File: src/rtl/bit_serializer.sv
// Parallel-in/serial-out stage feeding the serial sequence detector.
// Accepts WIDTH-bit words on a valid/ready handshake and emits one bit per clk
// with a dvalid qualifier, a last-bit marker and a busy flag.
// Optional feature: define SER_PARITY_EN to append an even-parity bit after each word.
module bit_serializer #(
  parameter int unsigned WIDTH     = 8,
  parameter bit          MSB_FIRST = 1'b1
) (
  input  logic             clk,
  input  logic             reset,
  input  logic [WIDTH-1:0] pdata,
  input  logic             pvalid,
  output logic             pready,
  output logic             dout,
  output logic             dvalid,
  output logic             last,
  output logic             busy
);

  localparam int unsigned      CNT_W    = (WIDTH > 1) ? $clog2(WIDTH) : 1;
  localparam logic [CNT_W-1:0] CNT_LAST = CNT_W'(WIDTH - 1);

  typedef enum logic [1:0] {
    ST_IDLE   = 2'd0,
    ST_SHIFT  = 2'd1,
    ST_PARITY = 2'd2
  } state_e;

  state_e           state_q;
  logic [WIDTH-1:0] shreg_q;
  logic [CNT_W-1:0] bit_cnt_q;
  logic             dout_q;
  logic             dvalid_q;
  logic             last_q;
  logic             busy_q;
`ifdef SER_PARITY_EN
  logic             parity_q;
`endif

  logic             at_last_data;
  logic             xfer;
  logic [CNT_W-1:0] cnt_inc;

  // Bit that goes out next from a word, in the configured order.
  function automatic logic head_bit(input logic [WIDTH-1:0] w);
    return MSB_FIRST ? w[WIDTH-1] : w[0];
  endfunction

  // Word with its head bit consumed, remaining bits moved toward the head.
  function automatic logic [WIDTH-1:0] advance(input logic [WIDTH-1:0] w);
    return MSB_FIRST ? (w << 1) : (w >> 1);
  endfunction

  // Handshake: ready while idle or while the final bit of a word is on dout.
  assign at_last_data = (state_q == ST_SHIFT) && (bit_cnt_q == CNT_LAST);
`ifdef SER_PARITY_EN
  assign pready = (state_q == ST_IDLE) || (state_q == ST_PARITY);
`else
  assign pready = (state_q == ST_IDLE) || at_last_data;
`endif
  assign xfer    = pvalid && pready;
  assign cnt_inc = bit_cnt_q + CNT_W'(1);

  // State, shift register and registered serial outputs; reset beats a same-cycle transfer.
  always_ff @(posedge clk) begin
    if (reset) begin
      state_q   <= ST_IDLE;
      shreg_q   <= '0;
      bit_cnt_q <= '0;
      dout_q    <= 1'b0;
      dvalid_q  <= 1'b0;
      last_q    <= 1'b0;
      busy_q    <= 1'b0;
`ifdef SER_PARITY_EN
      parity_q  <= 1'b0;
`endif
    end else if (xfer) begin
      // Load: first bit appears on dout in the cycle right after the accept edge.
      state_q   <= ST_SHIFT;
      shreg_q   <= advance(pdata);
      bit_cnt_q <= '0;
      dout_q    <= head_bit(pdata);
      dvalid_q  <= 1'b1;
      last_q    <= 1'b0;
      busy_q    <= 1'b1;
`ifdef SER_PARITY_EN
      parity_q  <= ^pdata;
`endif
    end else begin
      case (state_q)
        ST_SHIFT: begin
          if (bit_cnt_q != CNT_LAST) begin
            bit_cnt_q <= cnt_inc;
            shreg_q   <= advance(shreg_q);
            dout_q    <= head_bit(shreg_q);
`ifdef SER_PARITY_EN
            last_q    <= 1'b0;
`else
            last_q    <= (cnt_inc == CNT_LAST);
`endif
          end else begin
`ifdef SER_PARITY_EN
            // Final data bit done; the parity bit closes the word.
            state_q   <= ST_PARITY;
            dout_q    <= parity_q;
            last_q    <= 1'b1;
`else
            state_q   <= ST_IDLE;
            bit_cnt_q <= '0;
            dout_q    <= 1'b0;
            dvalid_q  <= 1'b0;
            last_q    <= 1'b0;
            busy_q    <= 1'b0;
`endif
          end
        end
        default: begin
          // Idle (or parity done): hold a clean zero stream downstream.
          state_q   <= ST_IDLE;
          bit_cnt_q <= '0;
          dout_q    <= 1'b0;
          dvalid_q  <= 1'b0;
          last_q    <= 1'b0;
          busy_q    <= 1'b0;
        end
      endcase
    end
  end

  assign dout   = dout_q;
  assign dvalid = dvalid_q;
  assign last   = last_q;
  assign busy   = busy_q;

endmodule

File: config.mk
export PLATFORM = sky130hd
export DESIGN_NAME = bit_serializer
export DESIGN_NICKNAME = d
export VERILOG_FILES = /design/src/rtl/bit_serializer.sv
export SDC_FILE = /design/constraint.sdc
export NUM_CORES = 1
export LEC_CHECK = 0
export BUFFER_PORTS_ARGS = -buffer_cell sky130_fd_sc_hd__buf_2
export CORE_MARGIN = 8
export CORE_UTILIZATION = 40
export DETAILED_ROUTE_END_ITERATION = 7
export PLACE_DENSITY_LB_ADDON = 0.12
export SETUP_SLACK_MARGIN = 0.02
export SLEW_MARGIN = 20
export SYNTH_ARGS = -nofsm -noshare
export SYNTH_HDL_FRONTEND = slang
export SYNTH_SLANG_ARGS = --single-unit
File: constraint.sdc
create_clock -name clk -period 1.75 [get_ports clk]
set_input_delay 0.0875 -clock clk [delete_from_list [all_inputs] [get_ports clk]]
set_output_delay 0.0875 -clock clk [all_outputs]
set_load 0.02 [all_outputs]
==> run metrics <==
end-of-flow core utilization 0.469; number of design rule violations left after detail routing 0; Worst Hold Class in -> reg; highest routed layer met4; Root Driver sky130_fd_sc_hd__clkbuf_4; total count of max-transition violations in the final report 0; antenna violations before repair 0; Flop pwr share 0.540; post-cts gate resize count 0; setup skew after layout 0.00259 ns; total standard cell area after synthesis 592 sq um; final weighted congestion of routability-driven global placement 0.663; synthesized flop and latch total 13; share of synthesized area occupied by flip-flops and latches 0.440; clock transition at the register clock pins on the worst setup and hold paths after CTS 0.08 ns; total power of the final layout 0.596 mW; final setup TNS 0 ns; Pwr per Cell Area 874 mW/mm^2; placed cell count 79; largest area contributor in the netlist sky130_fd_sc_hd__dfxtp_1; Yosys warning total 0; detailed-route via count 399; Highest Clock Rate 0.636 GHz; unique cell type count in the Yosys netlist 18; via density per instance 4.81; number of primary I/O pins 16; number of buffer and inverter instances along the worst setup path 2; die outline width 54.5 microns; deepest level of the CTS H-tree 1; site row count 14; share of synthesized registers carrying an async set or reset 0; Area growth syn-to-layout 15.2%; worst-case vdd ir drop 0.468 mV; Min Hold Slack 0.0679 ns; cells after synthesis 52; maximum number of buffers from clock root to sink 2; reported max-cap violation count 0; number of global-route vias before repair 404; overall die height 54.5 microns; remaining max-slew budget at the tightest pin 0.784; per-cell routed wire length 12.1 microns; most used cell, CP sky130_fd_sc_hd__ha_1; prevailing post-synth register cell sky130_fd_sc_hd__dfxtp_1; effective utilization at floorplan 0.407; wire length after detailed routing 1.00 mm; number of nets with antenna violations after detailed routing 0; net count after synthesis 66; category of the critical setup timing path reg -> out; leading cell types by total area after synthesis sky130_fd_sc_hd__dfxtp_1 44%, sky130_fd_sc_hd__a211oi_2 13%, sky130_fd_sc_hd__mux2i_1 12%, sky130_fd_sc_hd__ha_1 6.3%, sky130_fd_sc_hd__nor2_1 5.1%; Met3 Wirelength 100 microns; first-pass GRT wire length 1.70 mm; routed length on met2 402 microns; most frequent cells in the layout 15 x sky130_fd_sc_hd__buf_2, 13 x sky130_fd_sc_hd__dfxtp_1, 8 x sky130_fd_sc_hd__nor2_1; Clk pwr share 0.309; nature of the critical path endpoint primary output; Switching Fraction 0.262; remaining global-route overflow 0; Worst Tran Pin Value 0.324 ns; fraction of the cycle the final worst path needs 0.899; Hold Violations, Final 0; Pre-Repair DR Iteration Count 3; setup repair after global routing missed its margin no; aggregate global-route resource usage 0.0813; arrival time of data at the critical path endpoint 1.49 ns; register-to-register setup slack 0.33 ns; maximum number of pins on one net before global-route repair 18; highest fanout seen on the critical path 17; clock insertion delay at the later pin of the skew report 0.27 ns; simple-gate share of the synthesized area 0.173; result of the run completed; number of inserted diodes 0; worst-path cell with the longest stage delay sky130_fd_sc_hd__dfxtp_1; cell internal pwr 0.440 mW; fraction of the mapped netlist area in adder cells 0.0634; Synth Area in Compound Gates 0.135; CTS tree yes; setup fix buffers added after clock tree synthesis 0; # setup viols final 0; fraction of layout cells with a size suffix above 1 0.433; number of buffers created by CTS 3; final std cell area, no fill 682 sq um; clock tree sinks 13; length of routed wiring on met1 489 microns; area of the placeable core 0.00145 sq mm; Total Die Area 0.00297 sq mm; Total Nets Final 82; critical path cell sequence ha_1 -> ha_1 -> nor2b_4 -> inv_4 -> buf_2; delay contributed by the slowest stage of the critical path 0.33 ns; share of total power in combinational logic 0.151; portion of netlist area occupied by mux cells 0.118; xor/xnor share of the synthesized area 0; least setup slack across all paths after layout 0.177 ns; share of Yosys cell area claimed by the top area cell type 0.440; CP startpoint kind flip-flop; Static Leak 0.318 nW; most common cell after layout, fill and taps aside sky130_fd_sc_hd__buf_2; Setup WS pre-CTS 0.340 ns; number of hold-repair buffers added at the cts stage 0; clock period minus final worst setup slack 1.57 ns; Post-Synthesis Mean Instance Area 11.4 sq um; dominant combinational cell family by area after synthesis simple AND/OR/NAND/NOR gates; net switching component of the power 0.156 mW; placed cell areas 656 sq um; total half-perimeter wirelength after legalization and detailed placement 739 microns; family of cells with the greatest summed delay on the critical path adder cells; number of flops mapped to enable cells by yosys 0; Iter 0 DRT Violations 6; port bufs 15; Crit path required time 1.66 ns; post-route non-filler standard cell count 83
-- Yosys cell counts, types with 2 or more instances --
cell,n
sky130_fd_sc_hd__ha_1,3
sky130_fd_sc_hd__dfxtp_1,13
sky130_fd_sc_hd__mux2i_1,7
sky130_fd_sc_hd__buf_4,2
sky130_fd_sc_hd__a211oi_2,6
sky130_fd_sc_hd__nor2_1,8
sky130_fd_sc_hd__nor3_1,2
-- cell type report --
cell class | count | area (sq um)
tap | 16 | 20.0
multi-input combinational | 33 | 290
timing repair buffer | 15 | 75.1
inverter | 2 | 10.0
sequential | 13 | 260
clock buffer | 4 | 26.3
fill | 138 | 772
-- state kept, by name (all words and copies together) (netlist names) --
register and cells:
shreg_q 7, state_q 1, dout 1, last 1, bit_cnt_q 3
-- layer usage --
layer | global-route usage | vias up
li1 | - | 209
met1 | 0.0903 | 177
met2 | 0.115 | 11
met3 | 0.0435 | 2
met4 | 0.0615 | 0
met5 | 0 | -
-- worst min-delay path, stage by stage --
cell,delay [ns]
sky130_fd_sc_hd__buf_2,0.10
sky130_fd_sc_hd__nand3_2,0.05
sky130_fd_sc_hd__a21oi_1,0.05
-- worst paths after layout --
check                                from  cells past startpoint         endpoint
setup / recovery  bit_cnt_q[0]$_SDFF_PP0_                      5           pready
setup reg to reg  bit_cnt_q[0]$_SDFF_PP0_                      6  last$_SDFF_PP0_
hold reg to reg   shreg_q[7]$_SDFFE_PP0P_                      2  dout$_SDFF_PP0_
hold / removal                   pdata[7]                      3  dout$_SDFF_PP0_
-- logic make-up (layout without fill, tap and decap cells) --
| group | Yosys count | after routing |
|---|---|---|
| adder cells (fa/ha/maj) | 3 | 3 |
| buffers and inverters | 6 | 21 |
| flip-flops | 13 | 13 |
| AO/OA/AOI/OAI | 7 | 7 |
| AND/OR/NAND/NOR | 16 | 16 |
| multiplexers | 7 | 7 |
-- power groups by stage --
| stage | Combinational, mW | Sequential (mW) | Clock [mW] |
|---|---|---|---|
| 2_1_floorplan | 0.0695 | 0.331 | 0 |
| 3_3_place_gp | 0.0910 | 0.329 | 0 |
| 3_5_place_dp | 0.0914 | 0.329 | 0 |
| 4_1_cts | 0.0915 | 0.322 | 0.198 |
| 5_1_grt | 0.0987 | 0.325 | 0.218 |
| 6_report | 0.0897 | 0.322 | 0.184 |
(Power assumes the default switching activity.)
